[config.mk]
export PLATFORM = sky130hd
export DESIGN_NAME = bus_response_collector
export DESIGN_NICKNAME = d
export VERILOG_FILES = /design/src/rtl/bus_response_collector.sv
export SDC_FILE = /design/constraint.sdc
export NUM_CORES = 1
export LEC_CHECK = 0
export ABC_AREA = 1
export CAP_MARGIN = 20
export CORE_MARGIN = 1.5
export CORE_UTILIZATION = 35
export CTS_CLUSTER_DIAMETER = 60
export DETAILED_ROUTE_END_ITERATION = 10
export PLACE_DENSITY = 0.82
export SLEW_MARGIN = 20
export SYNTH_ARGS = -nofsm -noshare
export SYNTH_HDL_FRONTEND = slang
export SYNTH_SLANG_ARGS = --single-unit
[constraint.sdc]
create_clock -name i_clk -period 2 [get_ports i_clk]
set_clock_uncertainty 0.05 [all_clocks]
set_input_delay 0.4 -clock i_clk [delete_from_list [all_inputs] [get_ports i_clk]]
set_output_delay 0.4 -clock i_clk [all_outputs]
set_load 0.02 [all_outputs]
[src/rtl/bus_response_collector.sv]
// CPU-side bus return path: latches the decoded device, waits for its done, returns one ready pulse.
// Optional watchdog on unresponsive devices is compiled in with `define BUS_TIMEOUT_EN.
module bus_response_collector #(
  parameter int NUM_DEV        = 7,
  parameter int DATA_W         = 32,
  parameter int TIMEOUT_CYCLES = 255,
  parameter int CNT_W          = 8
) (
  input  logic                      i_clk,
  input  logic                      i_rst,
  input  logic                      i_req,
  input  logic                      i_we,
  input  logic [NUM_DEV-1:0]        i_sel,
  input  logic [NUM_DEV-1:0]        i_done,
  input  logic [NUM_DEV*DATA_W-1:0] i_rdata,
  output logic [NUM_DEV-1:0]        o_dev_active,
  output logic [DATA_W-1:0]         o_rdata,
  output logic                      o_ready,
  output logic                      o_error,
  output logic                      o_busy
);

  typedef enum logic [1:0] {
    S_IDLE = 2'd0,
    S_WAIT = 2'd1,
    S_RESP = 2'd2
  } state_e;

  localparam logic [NUM_DEV-1:0] DEV_ONE = {{(NUM_DEV-1){1'b0}}, 1'b1};

  state_e              state_q, state_d;
  logic [NUM_DEV-1:0]  dev_q, dev_d;
  logic                we_q, we_d;
  logic [DATA_W-1:0]   rdata_q, rdata_d;
  logic                ready_q, ready_d;
  logic                error_q, error_d;
  logic                busy_q, busy_d;
  logic [DATA_W-1:0]   sel_data;
  logic                done_hit;

`ifdef BUS_TIMEOUT_EN
  localparam logic [CNT_W-1:0] CNT_ONE  = {{(CNT_W-1){1'b0}}, 1'b1};
  localparam logic [CNT_W-1:0] CNT_LAST = CNT_W'(TIMEOUT_CYCLES - 1);
  logic [CNT_W-1:0] cnt_q, cnt_d;
`endif

  // Keeps only the lowest set bit, so a malformed multi-hot select picks one device.
  function automatic logic [NUM_DEV-1:0] lowest_one(input logic [NUM_DEV-1:0] v);
    return v & (~v + DEV_ONE);
  endfunction

  // Read-data mux and done filter for the latched device only.
  always_comb begin
    sel_data = '0;
    for (int k = 0; k < NUM_DEV; k++) begin
      sel_data = sel_data | (dev_q[k] ? i_rdata[k*DATA_W +: DATA_W] : {DATA_W{1'b0}});
    end
    done_hit = |(i_done & dev_q);
  end

  // Next-state and next-output logic.
  always_comb begin
    state_d = state_q;
    dev_d   = dev_q;
    we_d    = we_q;
    rdata_d = rdata_q;
    ready_d = 1'b0;
    error_d = error_q;
    busy_d  = busy_q;
`ifdef BUS_TIMEOUT_EN
    cnt_d   = cnt_q;
`endif
    case (state_q)
      S_IDLE: begin
        error_d = 1'b0;
        busy_d  = 1'b0;
        dev_d   = '0;
        if (i_req) begin
          busy_d = 1'b1;
          if (|i_sel) begin
            state_d = S_WAIT;
            dev_d   = lowest_one(i_sel);
            we_d    = i_we;
`ifdef BUS_TIMEOUT_EN
            cnt_d   = '0;
`endif
          end else begin
            // Unmapped address: answer immediately with an error.
            state_d = S_RESP;
            ready_d = 1'b1;
            error_d = 1'b1;
            rdata_d = '0;
          end
        end else begin
          state_d = S_IDLE;
        end
      end
      S_WAIT: begin
        if (done_hit) begin
          state_d = S_RESP;
          ready_d = 1'b1;
          error_d = 1'b0;
          dev_d   = '0;
          rdata_d = we_q ? {DATA_W{1'b0}} : sel_data;
        end else begin
`ifdef BUS_TIMEOUT_EN
          if (cnt_q == CNT_LAST) begin
            state_d = S_RESP;
            ready_d = 1'b1;
            error_d = 1'b1;
            dev_d   = '0;
            rdata_d = '0;
          end else begin
            cnt_d = cnt_q + CNT_ONE;
          end
`else
          state_d = S_WAIT;
`endif
        end
      end
      S_RESP: begin
        state_d = S_IDLE;
        error_d = 1'b0;
        busy_d  = 1'b0;
        dev_d   = '0;
      end
      default: begin
        state_d = S_IDLE;
        error_d = 1'b0;
        busy_d  = 1'b0;
        dev_d   = '0;
      end
    endcase
  end

  // State and output registers with synchronous reset.
  always_ff @(posedge i_clk) begin
    if (i_rst) begin
      state_q <= S_IDLE;
      dev_q   <= '0;
      we_q    <= 1'b0;
      rdata_q <= '0;
      ready_q <= 1'b0;
      error_q <= 1'b0;
      busy_q  <= 1'b0;
`ifdef BUS_TIMEOUT_EN
      cnt_q   <= '0;
`endif
    end else begin
      state_q <= state_d;
      dev_q   <= dev_d;
      we_q    <= we_d;
      rdata_q <= rdata_d;
      ready_q <= ready_d;
      error_q <= error_d;
      busy_q  <= busy_d;
`ifdef BUS_TIMEOUT_EN
      cnt_q   <= cnt_d;
`endif
    end
  end

  assign o_dev_active = dev_q;
  assign o_rdata      = rdata_q;
  assign o_ready      = ready_q;
  assign o_error      = error_q;
  assign o_busy       = busy_q;

endmodule
==> impl_metrics.env, run 1 <==
export IMPL_status="completed"
export IMPL_antenna_left=0
export IMPL_cp_slowest_cell="clkdlybuf4s50_1"
export IMPL_nets=1284
export IMPL_place_congestion=0.874
export IMPL_yosys_area_top_type_share=0.352
export IMPL_syn_num_nets=1017
export IMPL_cts_tree="yes"
export IMPL_clock_sinks=44
export IMPL_wirelength_um=17100
export IMPL_postCtsSetupRepairBufs=0
export IMPL_fin_util=0.633
export IMPL_grt_usage=0.278
export IMPL_yosysTopAreaCell="nand2_1"
export IMPL_coreArea_mm2=0.0114
export IMPL_tightest_slew_ps=419
export IMPL_fmax_ghz=0.530
export IMPL_top_usage_layer="met2"
export IMPL_setup_viol=0
export IMPL_io_pins=284
export IMPL_period_share=0.943
export IMPL_hold_class="flip-flop to flip-flop"
export IMPL_clk_path_buf_depth=2
export IMPL_yosysSeqAreaShare=0.217
export IMPL_dpl_instance_area_mm2=0.00701
export IMPL_maxSlewViolCount=0
export IMPL_grt_max_degree=41
export IMPL_synth_cells=775
export IMPL_die_area_mm2=0.0123
export IMPL_powerDensity_mw_per_mm2=393
export IMPL_relSlewSlack=0.721
export IMPL_crit_path_start_kind="flip-flop"
export IMPL_postLayoutCellArea_mm2=0.00720
export IMPL_critPathKind="flip-flop to output port"
export IMPL_cts_hold_buf=0
export IMPL_drv_cap=0
export IMPL_grt_pass1_wl_um=27200
export IMPL_routed_via_density=4.64
export IMPL_start_util=0.357
export IMPL_drt_initial_drc_count=319
export IMPL_seq_area_um2=882
export IMPL_grtUsageMet1=0.315
export IMPL_required_ps=1550
export IMPL_ir_worst_vdd_uv=471
export IMPL_crit_family="buffers and inverters"
export IMPL_synth_warnings=0
export IMPL_leakage_nw=3.63
export IMPL_routed_via_count=5495
export IMPL_cts_made_buffers=5
export IMPL_area_growth_pct=77.3
export IMPL_path_buf_inv=1
export IMPL_multiInputGateArea_mm2=0.00259
export IMPL_cts_root_buf="clkbuf_16"
export IMPL_path_cells="clkdlybuf4s50_1"
export IMPL_cp_arrival_ps=1440
export IMPL_drive_above_1_share=0.0672
export IMPL_grtUsageMet3=0.0580
export IMPL_grt_pass1_vias=5528
export IMPL_grt_use_met2=0.513
export IMPL_rsz0062_at_grt="false"
export IMPL_drc=0
export IMPL_syn_area_mm2=0.00406
export IMPL_cpPeakStageDelay_ps=660
export IMPL_crit_fanout=7
export IMPL_dp_hpwl_um=13800
export IMPL_die_y_um=111
export IMPL_clkLatencyLatePin_ps=280
export IMPL_antennaDiodeCount=0
export IMPL_grt_ovfl_total=0
export IMPL_port_buffers=283
export IMPL_ys_seq_elements=44
export IMPL_clk_pin_slew_ps=70
export IMPL_final_cells=1185
export IMPL_hold_violations=0
export IMPL_finalCriticalPeriod_ps=1890
export IMPL_fillers=1118
export IMPL_cp_end_kind="output port"
export IMPL_htreeDepth=2
export IMPL_antenna_found_initial=0
export IMPL_fp_row_count=39
export IMPL_synth_distinct_cells=18
export IMPL_dp_cells=1178
export IMPL_synth_area_top_cells="nand2_1, dfxtp_1, nor2_1"
export IMPL_setup_tns_ps=0
export IMPL_syn_area_per_cell_um2=5.24
export IMPL_firstDrtPassIters=4
export IMPL_wl_per_cell_um=14.4
export IMPL_die_w_um=111
## per-stage QoR
step	setup WS [ps]	hold slack, ps	total power, mW
after floorplan	550	403	1.19
after global placement	59.2	415	1.80
after detailed placement	21.7	418	1.80
after CTS	33.7	426	2.85
after global routing	74.5	441	2.95
final	114	423	2.83
## sequential cells by signal, indices dropped and copies added, names as in the netlist
name	cells
we_q	1
o_error	1
state_q	2
o_rdata	32
o_busy	1
o_dev_active	7
## cell usage after synthesis
cell type  count
nor2_4         2
nand4_1        5
nor2_1       102
buf_2         31
a21oi_2        9
a21oi_1       66
o21ai_0        1
nor2_2         3
clkbuf_1       6
buf_6         12
inv_2          1
nor3_2         1
dfxtp_1       44
nand2_2        2
nand2_1      381
inv_1         75
nand3_2       18
nand3_1       16
## path summary, 6_finish.rpt
kind	from	to	slack [ps]	cells past startpoint
max	o_dev_active[4]$_SDFFE_PP0P_	o_dev_active[4]	110	1
min	o_error$_SDFFE_PP0P_	o_error$_SDFFE_PP0P_	420	2
max reg2reg	o_dev_active[3]$_SDFFE_PP0P_	o_rdata[18]$_SDFFE_PP0P_	460	7
min reg2reg	o_error$_SDFFE_PP0P_	o_error$_SDFFE_PP0P_	420	2
## final cells by class
class	instances	share of cell area
repair buffers	309	0.428
clock buffers	5	0.0174
flip-flops and latches	44	0.123
multi-input cells	606	0.360
clock inverters	2	0.00834
well taps	143	0.0249
inverters	76	0.0396
## cells by family after synthesis
| group | count (synthesis) | synth area share |
|---|---|---|
| and+or+nand+nor | 530 | 0.534 |
| buffers and inverters | 125 | 0.147 |
| AOI/OAI and AO/OA | 76 | 0.102 |
| DFF | 44 | 0.217 |
## report_power, final
part           internal (mW)  total [mW]  switching, mW
clock                  0.709        1.05          0.340
combinational          0.546       0.857          0.311
sequential             0.906       0.926         0.0197
total                   2.16        2.83          0.671
## layer usage
layer	part of all wire	wire length, µm
met1	0.39	6630
met2	0.50	8490
met3	0.082	1410
met4	0.034	588
met5	0	0
## placed cells by master, fill, tap and decap left out, types with 2 or more instances in the layout
master           count
inv_1               75
buf_4               22
nand4_1              5
a21oi_1             66
nor2_2               3
nand3_2             17
a21oi_2              9
nor2_1             102
dfxtp_1             43
clkbuf_16            5
nand3_1             16
nand2_1            381
bufinv_16            2
nand2_2              2
buf_12               4
nor2_4               2
clkdlybuf4s50_1    283
## timing repair
item / 4_1_cts / 5_1_grt
resized for setup: 0 / 1
endpoints found under the hold margin: 0 / 0
endpoints found under the setup margin: 0 / 1
No activity file was read; power rests on OpenSTA's default activity.
==> inputs of run 2 (changes only) <==
Settings changed: CORE_MARGIN 1.5 to not set.
==> run 2 against run 1 <==
Effect of this change: global-route usage is 0.84 points higher; largest power group is now registers; combinational power hardly changed; clock power down 22%; critical path depth did not move; non-clock buffer count increased by 1; total power shrank 7.8%; sequential power about the same; sequential share of layout area grew 0.062 points; highest routed layer unchanged; maximum frequency fell by 0.81%.
==> impl_metrics.env, run 2 (synthesized netlist as in run 1, its figures left out) <==
export IMPL_wirelength_um=17400
export IMPL_crit_family="buffers and inverters"
export IMPL_grt_max_degree=36
export IMPL_cp_end_kind="output port"
export IMPL_powerDensity_mw_per_mm2=365
export IMPL_relSlewSlack=0.753
export IMPL_period_share=0.951
export IMPL_antenna_left=0
export IMPL_fp_row_count=38
export IMPL_p_clk_frac=0.316
export IMPL_io_pins=284
export IMPL_p_seq_frac=0.355
export IMPL_fmax_ghz=0.526
export IMPL_antennaDiodeCount=0
export IMPL_swShare=0.255
export IMPL_switching_power_mw=0.665
export IMPL_tightest_slew_ps=370
export IMPL_r2r_start="o_dev_active[6]$_SDFFE_PP0P_"
export IMPL_drc=0
export IMPL_maxSlewViolCount=0
export IMPL_place_congestion=0.985
export IMPL_finalCriticalPeriod_ps=1900
export IMPL_area_growth_pct=76.1
export IMPL_cts_tree="yes"
export IMPL_fin_ws_ps=98.7
export IMPL_grt_pass1_vias=5132
export IMPL_hold_violations=0
export IMPL_cts_root_buf="clkbuf_16"
export IMPL_path_cells="clkdlybuf4s50_1"
export IMPL_mostFrequentLayoutCell="nand2_1"
export IMPL_grt_pass1_wl_um=25900
export IMPL_drv_cap=0
export IMPL_post_cts_resized=0
export IMPL_clkLatencyLatePin_ps=280
export IMPL_ir_worst_vdd_uv=332
export IMPL_setup_viol=0
export IMPL_status="completed"
export IMPL_path_buf_inv=1
export IMPL_path_depth=1
export IMPL_cp_arrival_ps=1450
export IMPL_drt_initial_drc_count=313
export IMPL_coreArea_mm2=0.0111
export IMPL_r2r_slack_ps=430
export IMPL_cp_slowest_cell="clkdlybuf4s50_1"
export IMPL_clock_sinks=44
export IMPL_setup_tns_ps=0
export IMPL_firstDrtPassIters=5
export IMPL_grt_usage=0.286
export IMPL_required_ps=1550
export IMPL_hold_class="flip-flop to flip-flop"
export IMPL_crit_path_start_kind="flip-flop"
export IMPL_routed_via_density=4.70
export IMPL_die_y_um=110
export IMPL_crit_fanout=6
export IMPL_crit_start="o_dev_active[4]$_SDFFE_PP0P_"
export IMPL_place_ws_ps=-17.3
export IMPL_critPathKind="flip-flop to output port"
export IMPL_nets=1285
export IMPL_routed_via_count=5560
export IMPL_pwr_share_comb=0.329
export IMPL_largest_reg_flops=32
export IMPL_final_cell_mix="nand2_1, clkdlybuf4s50_1, nor2_1, inv_1, a21oi_1"
export IMPL_clk_pin_slew_ps=60
export IMPL_postCtsSetupRepairBufs=0
export IMPL_cpPeakStageDelay_ps=670
export IMPL_wl_per_cell_um=14.7
export IMPL_port_buffers=283
export IMPL_fin_util=0.646
export IMPL_die_w_um=110
export IMPL_leakage_nw=3.61
export IMPL_p_int_mw=1.95
export IMPL_crit_end="o_dev_active[4]"
export IMPL_drive_above_1_share=0.0680
export IMPL_cts_hold_buf=0
export IMPL_htreeDepth=2
export IMPL_antenna_found_initial=0
export IMPL_cts_made_buffers=5
export IMPL_grt_ovfl_total=0
export IMPL_reg2reg_depth=7
export IMPL_rsz0062_at_grt="false"
export IMPL_clk_path_buf_depth=2
export IMPL_r2r_end="o_rdata[19]$_SDFFE_PP0P_"
export IMPL_die_area_mm2=0.0120
export IMPL_start_util=0.367
export IMPL_dp_hpwl_um=14000
[run 2: worst reg2reg max path, stage by stage (launching register included)]
cell     delay [ps]
dfxtp_1         450
buf_4           360
nand2_1          90
nand2_1          70
nor2_1           30
a21oi_1         270
a21oi_2          60
nor2_1          130
[run 2: final cells by class]
class,instances,area (µm²)
clock buffer,6,139
inverter,76,285
sequential,44,881
clock inverter,2,10.0
multi-input combinational,606,2590
fill,1078,3930
tap,140,175
timing repair buffer,310,3070
[run 2: worst min-delay path by stage]
stage                        start                  end  slack (ps)  depth (start not counted)
6_report       o_busy$_SDFFE_PP0N_  o_busy$_SDFFE_PP0N_         420                          2
5_1_grt        o_busy$_SDFFE_PP0N_  o_busy$_SDFFE_PP0N_         440                          2
4_1_cts        o_busy$_SDFFE_PP0N_  o_busy$_SDFFE_PP0N_         420                          2
3_5_place_dp   o_busy$_SDFFE_PP0N_  o_busy$_SDFFE_PP0N_         410                          2
3_3_place_gp   o_busy$_SDFFE_PP0N_  o_busy$_SDFFE_PP0N_         400                          2
2_1_floorplan    we_q$_SDFFE_PP0P_    we_q$_SDFFE_PP0P_         400                          2
[run 2: per-layer routing]
| metal | vias up | share of wire | track usage | wire length, µm |
|---|---|---|---|---|
| met5 | - | 0 | 0 | 0 |
| met4 | 0 | 0.031 | 0.0943 | 546 |
| met3 | 36 | 0.085 | 0.0682 | 1480 |
| met2 | 242 | 0.49 | 0.536 | 8580 |
| met1 | 2417 | 0.39 | 0.314 | 6840 |
| li1 | 2865 | - | - | - |
[run 2: power groups by stage]
stage                     Clock [mW]  Combinational (mW)  Sequential, mW
after global placement             0               0.849           0.946
after CTS                      0.843               0.862           0.927
after global routing           0.886               0.926           0.930
final                          0.824               0.859           0.927
after floorplan                    0               0.221           0.973
after detailed placement           0               0.857           0.946
[run 2: per-stage QoR]
stage	hold WS (ps)	instance area [µm²]	total power, mW	cells
6_report	419	7150	2.61	1184
5_1_grt	444	7150	2.74	1184
3_3_place_gp	399	7000	1.79	1176
4_1_cts	417	7150	2.63	1184
3_5_place_dp	409	7000	1.80	1176
2_1_floorplan	403	4060	1.19	775
==> inputs of run 3 (changes only) <==
Settings changed: GPL_TIMING_DRIVEN set to 0, PLACE_DENSITY 0.82 to 0.8.
==> run 3 against run 2 <==
Effect of this change: worst setup slack hardly changed; sequential cell count stayed put; non-clock buffer count grew 22; via count increased by 2.8%; sequential power barely moved; first-iteration DRC count down 25%; total power up 15%; die area unchanged; clock power is 46% higher.
==> impl_metrics.env, run 3 (synthesized netlist as in run 1, its figures left out) <==
export IMPL_setup_viol=0
export IMPL_antennaDiodeCount=0
export IMPL_grt_max_degree=15
export IMPL_status="completed"
export IMPL_drv_cap=0
export IMPL_cpPeakStageDelay_ps=700
export IMPL_whs_path_depth=2
export IMPL_drive_above_1_share=0.0816
export IMPL_grt_pass1_vias=5468
export IMPL_wl_per_cell_um=16.3
export IMPL_r2r_end="o_rdata[30]$_SDFFE_PP0P_"
export IMPL_port_buffers=283
export IMPL_final_cell_mix="nand2_1, clkdlybuf4s50_1, nor2_1, inv_1, a21oi_1"
export IMPL_tightest_slew_ps=592
export IMPL_wirelength_um=19600
export IMPL_cp_arrival_ps=1450
export IMPL_worstHoldStart="o_busy$_SDFFE_PP0N_"
export IMPL_cp_slowest_cell="clkdlybuf4s50_1"
export IMPL_die_w_um=110
export IMPL_io_pins=284
export IMPL_period_share=0.951
export IMPL_mostFrequentLayoutCell="nand2_1"
export IMPL_final_cells=1206
export IMPL_crit_path_start_kind="flip-flop"
export IMPL_routed_via_density=4.74
export IMPL_powerDensity_mw_per_mm2=412
export IMPL_start_util=0.367
export IMPL_clk_path_buf_depth=2
export IMPL_die_area_mm2=0.0120
export IMPL_drt_initial_drc_count=234
export IMPL_grt_pass1_wl_um=28600
export IMPL_reg2reg_depth=6
export IMPL_finalCriticalPeriod_ps=1900
export IMPL_critPathKind="flip-flop to output port"
export IMPL_routed_via_count=5713
export IMPL_largest_reg_flops=32
export IMPL_required_ps=1550
export IMPL_hold_end="o_busy$_SDFFE_PP0N_"
export IMPL_r2r_start="state_q[1]$_SDFF_PP0_"
export IMPL_relSlewSlack=0.606
export IMPL_nets=1307
export IMPL_place_congestion=0.937
export IMPL_place_ws_ps=-155
export IMPL_coreArea_mm2=0.0111
export IMPL_die_y_um=110
export IMPL_grt_ovfl_total=0
export IMPL_antenna_left=0
export IMPL_crit_fanout=3
export IMPL_crit_family="buffers and inverters"
export IMPL_fin_util=0.658
export IMPL_cts_made_buffers=5
export IMPL_firstDrtPassIters=4
export IMPL_area_growth_pct=79.4
export IMPL_cts_tree="yes"
export IMPL_dp_hpwl_um=15800
export IMPL_hold_class="flip-flop to flip-flop"
export IMPL_path_cells="clkdlybuf4s50_1"
export IMPL_rsz0062_at_grt="false"
export IMPL_ir_worst_vdd_uv=354
export IMPL_fp_row_count=38
export IMPL_maxSlewViolCount=0
export IMPL_antenna_found_initial=0
export IMPL_cts_hold_buf=0
export IMPL_clkLatencyLatePin_ps=290
export IMPL_dp_cells=1198
export IMPL_fin_ws_ps=98.4
export IMPL_htreeDepth=2
export IMPL_r2r_slack_ps=190
export IMPL_path_buf_inv=1
export IMPL_postCtsSetupRepairBufs=0
export IMPL_clock_sinks=44
export IMPL_post_cts_resized=0
export IMPL_leakage_nw=3.73
export IMPL_setup_tns_ps=0
export IMPL_cp_end_kind="output port"
export IMPL_grt_usage=0.326
export IMPL_hold_violations=0
export IMPL_fmax_ghz=0.526
export IMPL_drc=0
export IMPL_cts_root_buf="clkbuf_16"
export IMPL_clk_pin_slew_ps=60
[run 3: cell count changes in the layout (fill, tap and decap cells not counted), sizes merged]
cell,before,now
clkinv,2,0
clkbuf,6,11
buf,27,43
bufinv,0,3
[run 3: how the worst max path moves through the flow]
stage	start	end	cells after the start	slack, ps
floorplan	o_dev_active[4]$_SDFFE_PP0P_	o_rdata[12]$_SDFFE_PP0P_	10	550
global placement	i_sel[0]	o_rdata[18]$_SDFFE_PP0P_	9	-120
detailed placement	i_sel[0]	o_rdata[7]$_SDFFE_PP0P_	9	-160
CTS	state_q[1]$_SDFF_PP0_	o_ready	1	110
global route	i_sel[0]	o_rdata[7]$_SDFFE_PP0P_	9	40
finish	state_q[1]$_SDFF_PP0_	o_ready	1	100
[run 3: where the power goes]
group	switching (mW)	leakage (nW)	internal [mW]	total (mW)
Combinational	0.328	3.27	0.543	0.871
Clock	0.362	0.104	0.842	1.20
Sequential	0.0177	0.356	0.906	0.924
Total	0.708	3.73	2.29	3.00
[run 3: final cells by class]
| type | count | area (µm²) |
|---|---|---|
| buffer | 49 | 313 |
| clock buffer | 5 | 125 |
| clock inverter | 3 | 90.1 |
| fill | 1055 | 3790 |
| inverter | 76 | 285 |
| multi-input combinational | 606 | 2580 |
| sequential | 44 | 881 |
| tap | 140 | 175 |
| timing repair buffer | 283 | 2830 |
[run 3: routing by layer]
metal,GRT usage,vias to the layer above,part of all wire
li1,-,2911,-
met1,0.344,2452,0.36
met2,0.571,287,0.48
met3,0.0960,63,0.11
met4,0.197,0,0.052
met5,0.0134,-,0
[run 3: metrics by stage]
| stage | hold WS, ps | cell area [µm²] | total power, mW |
|---|---|---|---|
| 2_1_floorplan | 403 | 4060 | 1.19 |
| 6_report | 416 | 7280 | 3.00 |
| 3_5_place_dp | 406 | 7070 | 1.81 |
| 3_3_place_gp | 401 | 7070 | 1.80 |
| 5_1_grt | 429 | 7280 | 3.11 |
| 4_1_cts | 413 | 7280 | 3.01 |
[run 3: worst reg2reg max path, delay by kind of cell (launching register included)]
| kind | cells | cell delay, ps |
|---|---|---|
| simple gates | 3 | 370 |
| flops | 1 | 460 |
| buf+inv | 1 | 500 |
| compound gates | 2 | 330 |
